[config.mk]
export PLATFORM = sky130hd
export DESIGN_NAME = contador_secuenciador
export DESIGN_NICKNAME = d
export VERILOG_FILES = /design/src/rtl/contador_secuenciador.sv
export SDC_FILE = /design/constraint.sdc
export NUM_CORES = 1
export LEC_CHECK = 0
export ABC_AREA = 1
export CAP_MARGIN = 20
export CORE_MARGIN = 3
export CORE_UTILIZATION = 40
export CTS_CLUSTER_SIZE = 40
export DETAILED_ROUTE_END_ITERATION = 16
export PLACE_DENSITY = 0.75
export SYNTH_ARGS = -nofsm -noshare
export SYNTH_HDL_FRONTEND = slang
export SYNTH_SLANG_ARGS = --single-unit
[constraint.sdc]
create_clock -name clk -period 1.7 [get_ports clk]
set_clock_uncertainty 0.15 [all_clocks]
set_input_delay 0.34 -clock clk [delete_from_list [all_inputs] [get_ports clk]]
set_output_delay 0.34 -clock clk [all_outputs]
set_load 0.01 [all_outputs]
[src/rtl/contador_secuenciador.sv]
// contador_secuenciador: sequences an external up-counter through a
// clear / count-to-limit run, with pause and abort, and watches the counter's
// reported value Q to flag any step it did not take as commanded.
module contador_secuenciador #(
   parameter int WIDTH = 4
) (
   input  logic             clk,
   input  logic             rst_n,
   input  logic             start,
   input  logic [WIDTH-1:0] limit,
   input  logic             hold,
   input  logic             abort,
   input  logic [WIDTH-1:0] q_in,
   output logic             en,
   output logic             clr,
   output logic             busy,
   output logic             done,
   output logic             err,
   output logic [2:0]       state
);

   typedef enum logic [2:0] {
      S_IDLE  = 3'd0,
      S_CLEAR = 3'd1,
      S_COUNT = 3'd2,
      S_PAUSE = 3'd3,
      S_DONE  = 3'd4,
      S_ABORT = 3'd5
   } state_t;

   state_t           state_reg, state_next;
   logic [WIDTH-1:0] lim_reg, lim_next;
   logic             err_reg, err_next;
   logic             start_accept;

   // Checker history: the command issued last cycle and the Q it applied to.
   logic             hist_valid_reg, hist_valid_next;
   logic             hist_en_reg, hist_clr_reg;
   logic [WIDTH-1:0] hist_q_reg;
   logic [WIDTH-1:0] hist_expect;
   logic             mismatch;

   assign state = state_reg;

   // State, captured limit, sticky error and checker history registers.
   always_ff @(posedge clk or negedge rst_n) begin
      if (!rst_n) begin
         state_reg      <= S_IDLE;
         lim_reg        <= '0;
         err_reg        <= 1'b0;
         hist_valid_reg <= 1'b0;
         hist_en_reg    <= 1'b0;
         hist_clr_reg   <= 1'b0;
         hist_q_reg     <= '0;
      end else begin
         state_reg      <= state_next;
         lim_reg        <= lim_next;
         err_reg        <= err_next;
         hist_valid_reg <= hist_valid_next;
         hist_en_reg    <= en;
         hist_clr_reg   <= clr;
         hist_q_reg     <= q_in;
      end
   end

   // Next-state and counter command decode; abort outranks hold, hold outranks completion.
   always_comb begin
      state_next   = state_reg;
      lim_next     = lim_reg;
      en           = 1'b0;
      clr          = 1'b0;
      busy         = 1'b0;
      done         = 1'b0;
      start_accept = 1'b0;
      case (state_reg)
         S_IDLE: begin
            if (start) begin
               start_accept = 1'b1;
               state_next   = S_CLEAR;
            end
         end
         S_CLEAR: begin
            en   = 1'b1;
            clr  = 1'b1;
            busy = 1'b1;
            state_next = abort ? S_ABORT : S_COUNT;
         end
         S_COUNT: begin
            busy = 1'b1;
            // Never step past the limit: the enable drops in the same cycle Q reaches it.
            en   = !hold && !abort && (q_in != lim_reg);
            if (abort)
               state_next = S_ABORT;
            else if (hold)
               state_next = S_PAUSE;
            else if (q_in == lim_reg)
               state_next = S_DONE;
         end
         S_PAUSE: begin
            busy = 1'b1;
            if (abort)
               state_next = S_ABORT;
            else if (!hold)
               state_next = S_COUNT;
         end
         S_DONE: begin
            done = 1'b1;
            if (start) begin
               start_accept = 1'b1;
               state_next   = S_CLEAR;
            end else begin
               state_next   = S_IDLE;
            end
         end
         S_ABORT: begin
            en   = 1'b1;
            clr  = 1'b1;
            busy = 1'b1;
            state_next = S_IDLE;
         end
         default: state_next = S_IDLE;
      endcase
      if (start_accept)
         lim_next = limit;
   end

   // Counter checker: predict Q from last cycle's command and compare with what the counter reports.
   always_comb begin
      hist_expect = hist_q_reg;
      if (hist_en_reg && hist_clr_reg)
         hist_expect = '0;
      else if (hist_en_reg)
         hist_expect = hist_q_reg + WIDTH'(1);
      mismatch = hist_valid_reg && (q_in != hist_expect);
      // History only becomes trustworthy once this block has cleared the counter,
      // and stays so while the run (or its abort clear) is in progress.
      hist_valid_next = (state_reg == S_CLEAR) ||
                        (hist_valid_reg && ((state_reg == S_COUNT) ||
                                            (state_reg == S_PAUSE) ||
                                            (state_reg == S_ABORT)));
      err_next = start_accept ? 1'b0 : (err_reg | mismatch);
      // A mismatch is flagged in the very cycle the wrong Q is seen, then held.
      err = err_reg | mismatch;
   end

endmodule
==> summary.md, run 1 <==
| Metric | Value |
|---|---|
| Final std cells w/o fill | `slightly below 200` |
| Fmax achieved | `about 450 MHz` |
| Peak supply drop | `between 800 and 900 µV` |
| Post-route ant nets | `0` |
| CP max stage delay | `just under 400 ps` |
| CP endpoint kind | `output port` |
| Die area | `approximately 0.0028 mm²` |
| Net Sw Power | `about 900 µW` |
| Clock sinks | `15` |
| Initial drt markers | `9` |
| Wire per inst | `12.2 µm` |
| Comb pwr share | `between 60% and 70%` |
| Vias in the first global route | `roughly 960` |
| Diodes inserted | `0` |
| Die extent in y | `roughly 52 µm` |
| Failing checks | `setup timing` |
| Yosys reg bits | `15` |
| Power per Cell Area | `1630 mW/mm²` |
| IO Port Bufs | `20` |
| Tot GR Track Use | `a little under a fifth` |
| Most common cell after layout, fill and taps aside | `nand2_1` |
| WS Path Type | `register to output port` |
| Pre-CTS setup slack | `-660 ps` |
| Largest family of logic cells by synthesized area | `simple AND/OR/NAND/NOR gates` |
| Post-Synth Simple-Gate Area | `37.0%` |
| Total CTS buffers | `3` |
| Final worst setup slack | `-502 ps` |
| Total Nets Final | `approximately 190` |
| Post-Synth XOR/XNOR Area | `under 10%` |
| Max clock buf depth | `2` |
| Layout area overhead | `59.9%` |
| HP Class | `input pin to async pin` |
| MaxCap Viol Count | `0` |
| Sequential cell area fraction in the yosys report | `between 40% and 50%` |
| Post-Syn Instances | `116` |
| CP most frequent cell | `nand2_1` |
| Post-synthesis mux area share | `0%` |
| CTS tree | `done` |
| Root buffer cell | `clkbuf_4` |
| Hold violation count in the final report | `0` |
| Cell Count Post-Placement | `between 150 and 200` |
| Core ar. | `between 0.002 and 0.0025 mm²` |
| Reg-to-reg slack, setup | `-30 ps` |
| Slew at the pin closest to its max-slew limit | `about 230 ps` |
| Sw Ratio | `about two fifths` |
| Routability cong. | `0.930` |
| Setup violators final | `4` |
| Internal Power | `approximately 1.3 mW` |
| Clk pwr share | `under 10%` |
| CP startpoint kind | `register` |
| CTS hold repair buffers | `0` |
| CP max stage cell | `dfrtp_1` |
| Sum of buffers and inverters on the critical path | `1` |
| Largest net degree at the start of global routing | `16` |
| Row count | `16` |
| Cell family with most CP delay | `simple AND/OR/NAND/NOR gates` |
| Mapped cell area | `863 µm²` |
| Most frequent cells in the layout | `nand2_1 (38), buf_4 (27), inv_1 (16)` |
| Worst-Skew Late Latency | `approximately 300 ps` |
| Share of cells above drive strength 1 | `between 30% and 40%` |
| Synth unique cells | `19` |
| Max-slew violations | `0` |
| Grt ovf | `0` |
| DR pass1 iterations | `4` |
| Starting density of the core | `43.1%` |
| Via density | `4.81` |
| Compound-Gate Fraction of Synth Area | `6.23%` |
| Global-route wire length before repair | `between 3000 and 4000 µm` |
| Worst Path Required | `~1200 ps` |
| CP Max Fanout | `2` |
| Mapped Avg Cell Area | `about 7.4 µm²` |
| H-tree depth | `1` |
| Leak | `between 0.7 and 0.8 nW` |
| CP Cell Sequence | `ha_1 -> nand2_1 -> nand2_1 -> nand2_1 -> nand2_1 -> nand2_1 -> nand2_1 -> nor2_1 -> nand2_1 -> nand2_2 -> nand2_2 -> buf_6` |
| Yosys warns | `0` |
| HPWL Detailed | `1670 µm` |
| Post-layout min period | `between 2000 and 2500 ps` |
| Setup TNS | `-637 ps` |
| Area share of fa/ha/maj cells after synthesis | `under 10%` |
| Io pins | `21` |
| Die X | `around 52 µm` |
| Syn_nets | `130` |
| Tcrit/Tclk final | `130%` |
| Worst-path clk slew | `about 100 ps` |
| Worst path arrival time | `1710 ps` |
| Final WL | `approximately 2400 µm` |
| Status | `finished, violations left` |
| Initial antenna violation count | `0` |
| Seq pwr share | `26.0%` |
| DR DRC count | `0` |
| Slew HR | `between 80% and 90%` |
| DR vias | `948` |
| Unrepaired setup endpoints after global routing | `true` |
## worst reg2reg max path: stages (launching register included)
cell     delay, ps
dfrtp_1        390
ha_1           290
nand2_1         70
nand2_1         60
nand2_1         70
nand2_1         40
nand2_1         60
nand2_1         50
nor2_1          90
nand2_1         70
nand2_2         70
buf_4          100
buf_4           90
a21oi_2         40
## Yosys cell counts
master | instances | area [µm²]
nand2_1 | 42 | 158
inv_1 | 18 | 67.6
dfrtp_1 | 15 | 375
nor2_1 | 8 | 30.0
nand3_1 | 7 | 35.0
nand4_1 | 6 | 37.5
nand2_2 | 4 | 25.0
xnor2_1 | 4 | 35.0
o21ai_0 | 2 | 10.0
a21oi_2 | 1 | 8.76
a22oi_1 | 1 | 7.51
ha_1 | 1 | 12.5
nor2_2 | 1 | 6.26
nor2_4 | 1 | 11.3
nor3_2 | 1 | 10.0
o211ai_1 | 1 | 7.51
o21ai_2 | 1 | 8.76
o21bai_2 | 1 | 11.3
or2_1 | 1 | 6.26
## final cells by class
class                   instances  area [µm²]
inverters                      18        67.6
repair buffers                 50         425
clock buffers                   3        22.5
fillers                       161         622
multi-input cells              83         450
clock inverters                 1        5.00
flip-flops and latches         15         375
well taps                      27        33.8
## logic make-up (layout without fill, tap and decap cells)
kind of cell               after synthesis  after routing
AOI/OAI and AO/OA                        7              7
xor gates and xnor gates                 4              4
adders and majority gates                1              1
buffers and inverters                   18             72
DFF                                     15             15
and+or+nand+nor                         71             71
## power by group through the flow
stage	logic, mW	registers, mW	clock network, mW
final	1.44	0.584	0.222
after global routing	1.60	0.601	0.239
after CTS	1.24	0.579	0.225
after detailed placement	1.20	0.596	0
after global placement	1.17	0.596	0
after floorplan	0.566	0.604	0
## per-stage QoR
step	hold WS [ps]	util [%]	total power [mW]	cell area, µm²
2_1_floorplan	-106	-	1.17	866
3_3_place_gp	330	63.2	1.76	1260
3_5_place_dp	336	63.2	1.79	1260
4_1_cts	209	65.4	2.04	1310
5_1_grt	211	68.9	2.44	1380
6_report	206	68.9	2.25	1380
## repair_timing
item,4_1_cts,5_1_grt
endpoints found under the setup margin,8,7
resized for setup,34,13
buffers inserted,4,4
endpoints found under the hold margin,0,0
pin swaps,4,8
cloned,0,0
## final timing paths
| path | startpoint | to | cells past startpoint |
|---|---|---|---|
| min in group clk | q_in[1] | hist_q_reg[1] | 1 |
| max | hist_q_reg[1] | err | 12 |
| max reg2reg | hist_q_reg[1] | err_reg | 13 |
| max in group asynchronous | rst_n | hist_q_reg[0] | 2 |
| min | rst_n | state[0] | 2 |
| min reg2reg | hist_valid_reg | hist_valid_reg | 2 |
## per-layer routing
metal | vias to the layer above | routed length [µm] | GRT usage (%)
met5 | - | 0 | 0
met4 | 0 | 56 | 8.51
met3 | 5 | 110 | 3.42
met2 | 26 | 1200 | 31.8
met1 | 445 | 1030 | 22.6
li1 | 472 | - | -
(Power assumes the default switching activity.)
==> inputs of run 2 (changes only) <==
--- a/config.mk
+++ b/config.mk
@@ -8,10 +8,12 @@
 export ABC_AREA = 1
 export CAP_MARGIN = 20
 export CORE_MARGIN = 3
-export CORE_UTILIZATION = 40
+export CORE_UTILIZATION = 47
 export CTS_CLUSTER_SIZE = 40
 export DETAILED_ROUTE_END_ITERATION = 16
-export PLACE_DENSITY = 0.75
+export GPL_TIMING_DRIVEN = 0
+export PLACE_DENSITY = 0.84
+export SLEW_MARGIN = 0
 export SYNTH_ARGS = -nofsm -noshare
 export SYNTH_HDL_FRONTEND = slang
 export SYNTH_SLANG_ARGS = --single-unit
==> run 2 against run 1 <==
The flow still finishes with violations (setup timing). Routed wire length rose by 24%. Sequential share of layout area increased by 0.36 points. Via count is 5.7% higher. Sequential power increased by 6.5%. Clock power is 5% lower. Flip-flop and latch count unchanged. First-iteration DRC count is 78% higher. Register-to-register slack worse by 60 ps. Cell count shrank 5.1%. Final area fell by 0.63%. Critical path depth is the same.
==> summary.md, run 2 (same netlist as run 1, synthesis figures left out) <==
| Metric | Value |
|---|---|
| Worst setup path start | `hist_q_reg[1] (unchanged)` |
| Diodes inserted | `0 (unchanged)` |
| CTS tree | `done (unchanged)` |
| Initial antenna violation count | `0 (unchanged)` |
| CP endpoint kind | `output port (unchanged)` |
| Grt ovf | `0 (unchanged)` |
| HPWL Detailed | `1550 µm (was 1670 µm)` |
| Worst R2R Start | `hist_q_reg[1] (unchanged)` |
| Multi-input gate area | `499 µm² (was 450 µm²)` |
| Total power | `2.42 mW (was 2.25 mW)` |
| CP startpoint kind | `register (unchanged)` |
| Post-route ant nets | `0 (unchanged)` |
| Post-layout util | `85.1% (was 68.9%)` |
| Power per Cell Area | `1770 mW/mm² (was 1630 mW/mm²)` |
| Routability cong. | `0.803 (was 0.930)` |
| HP Start | `q_in[3]` |
| Worst path arrival time | `1760 ps (was 1710 ps)` |
| Global-route wire length before repair | `4300 µm (was 3810 µm)` |
| Root buffer cell | `clkbuf_4 (unchanged)` |
| Total Nets Final | `178 (was 185)` |
| Failing checks | `setup timing (unchanged)` |
| Slew at the pin closest to its max-slew limit | `674 ps (was 229 ps)` |
| Pre-CTS setup slack | `-722 ps (was -660 ps)` |
| Io pins | `21 (unchanged)` |
| Peak supply drop | `1130 µV (was 882 µV)` |
| Most frequent cells in the layout | `nand2_1 (38), buf_4 (19), inv_1 (14) (was nand2_1 (38), buf_4 (27), inv_1 (16))` |
| DP Area | `0.00110 mm² (was 0.00126 mm²)` |
| Clock sinks | `15 (unchanged)` |
| Die X | `48.9 µm (was 52.5 µm)` |
| IO Port Bufs | `20 (unchanged)` |
| Tcrit/Tclk final | `132% (was 130%)` |
| Total CTS buffers | `3 (unchanged)` |
| Die area | `0.00239 mm² (was 0.00275 mm²)` |
| WS Path Type | `register to output port (unchanged)` |
| Final worst setup slack | `-550 ps (was -502 ps)` |
| Slew HR | `55.0% (was 84.7%)` |
| Largest net degree at the start of global routing | `16 (unchanged)` |
| Leak | `0.728 nW (was 0.752 nW)` |
| Max-slew violations | `0 (unchanged)` |
| Worst-path clk slew | `90 ps (was 100 ps)` |
| Status | `finished, violations left (unchanged)` |
| H-tree depth | `1 (unchanged)` |
| Fill count | `92 (was 161)` |
| MaxCap Viol Count | `0 (unchanged)` |
| Wire per inst | `16.0 µm (was 12.2 µm)` |
| Design area | `0.00137 mm² (was 0.00138 mm²)` |
| Initial drt markers | `16 (was 9)` |
| Post-layout min period | `2250 ps (was 2200 ps)` |
| Unrepaired setup endpoints after global routing | `true (unchanged)` |
| Via density | `5.36 (was 4.81)` |
| Core ar. | `0.00161 mm² (was 0.00200 mm²)` |
| Row count | `14 (was 16)` |
| Share of cells above drive strength 1 | `36.8% (was 34.7%)` |
| Layout area overhead | `58.8% (was 59.9%)` |
| Final WL | `2990 µm (was 2400 µm)` |
| Setup TNS | `-908 ps (was -637 ps)` |
| Die extent in y | `48.9 µm (was 52.5 µm)` |
| Fmax achieved | `444 MHz (was 454 MHz)` |
| DR DRC count | `0 (unchanged)` |
| Register area | `378 µm² (was 375 µm²)` |
| Vias in the first global route | `973 (was 959)` |
| Worst Path Required | `1210 ps (about the same)` |
| Most common cell after layout, fill and taps aside | `nand2_1 (unchanged)` |
| DR top layer | `met4 (unchanged)` |
| Setup violators final | `5 (was 4)` |
| HP Class | `input pin to register (was input pin to async pin)` |
| Cell Count Post-Placement | `160 (was 185)` |
| CP Max Fanout | `2 (unchanged)` |
| Worst-Skew Late Latency | `290 ps (was 300 ps)` |
| Starting density of the core | `53.6% (was 43.1%)` |
| Max clock buf depth | `2 (unchanged)` |
| Metal-1 WL | `1140 µm (was 1030 µm)` |
| Routed met2 length | `1560 µm (was 1200 µm)` |
| DR vias | `1002 (was 948)` |
| Hold Slack | `214 ps (was 206 ps)` |
| Final std cells w/o fill | `187 (was 197)` |
| DR pass1 iterations | `4 (unchanged)` |
| Hold violation count in the final report | `0 (unchanged)` |
| Met3 wire length | `143 µm (was 110 µm)` |
| Tot GR Track Use | `24.2% (was 18.7%)` |
## run 2: cell count changes in the layout (fill, tap and decap cells not counted), sizes merged
| cell | delta |
|---|---|
| buf | -8 |
| clkbuf | +3 |
| clkdlybuf4s15 | -1 |
| clkinv | -1 |
## run 2: routing by layer
layer | vias to the layer above | global-route usage [%]
met5 | - | 0
met4 | 0 | 19.4
met3 | 15 | 3.98
met2 | 42 | 42.1
met1 | 490 | 25.5
li1 | 455 | -
## run 2: timing repair
item	in CTS	in global routing
resized for setup	46	18
hold buffers	0	0
hold endpoints to repair	0	0
endpoints found under the setup margin	8	15
setup buffers	18	6
pin swaps	9	13
## run 2: where the power goes
group	switching, mW	internal [mW]
clock	0.120	0.0915
sequential	0.130	0.493
combinational	0.833	0.757
total	1.08	1.34
## run 2: critical path, cell delays in order (launching register included)
cell,delay (ps)
dfrtp_1,400
ha_1,290
nand2_1,60
nand2_1,60
nand2_1,60
nand2_1,40
nand2_1,60
nand2_1,60
nor2_1,100
nand2_1,80
nand2_2,90
nand2_2,60
buf_6,110
## run 2: path summary, 6_finish.rpt
| check | to | slack, ps | cells past startpoint |
|---|---|---|---|
| max | err | -550 | 12 |
| min | hist_q_reg[3] | 210 | 1 |
| max reg2reg | err_reg | -90 | 13 |
| min reg2reg | lim_reg[3] | 380 | 2 |
| max in group asynchronous | state[0] | 630 | 1 |
| min in group asynchronous | lim_reg[2] | 300 | 1 |
## run 2: area by class of cell
| type | instances | share of cell area (%) |
|---|---|---|
| Clock buffer | 4 | 1.92 |
| Multi-Input combinational cell | 83 | 36.4 |
| Timing Repair Buffer | 43 | 26.6 |
| Sequential cell | 15 | 27.6 |
| Tap cell | 24 | 2.19 |
| Inverter | 18 | 5.29 |
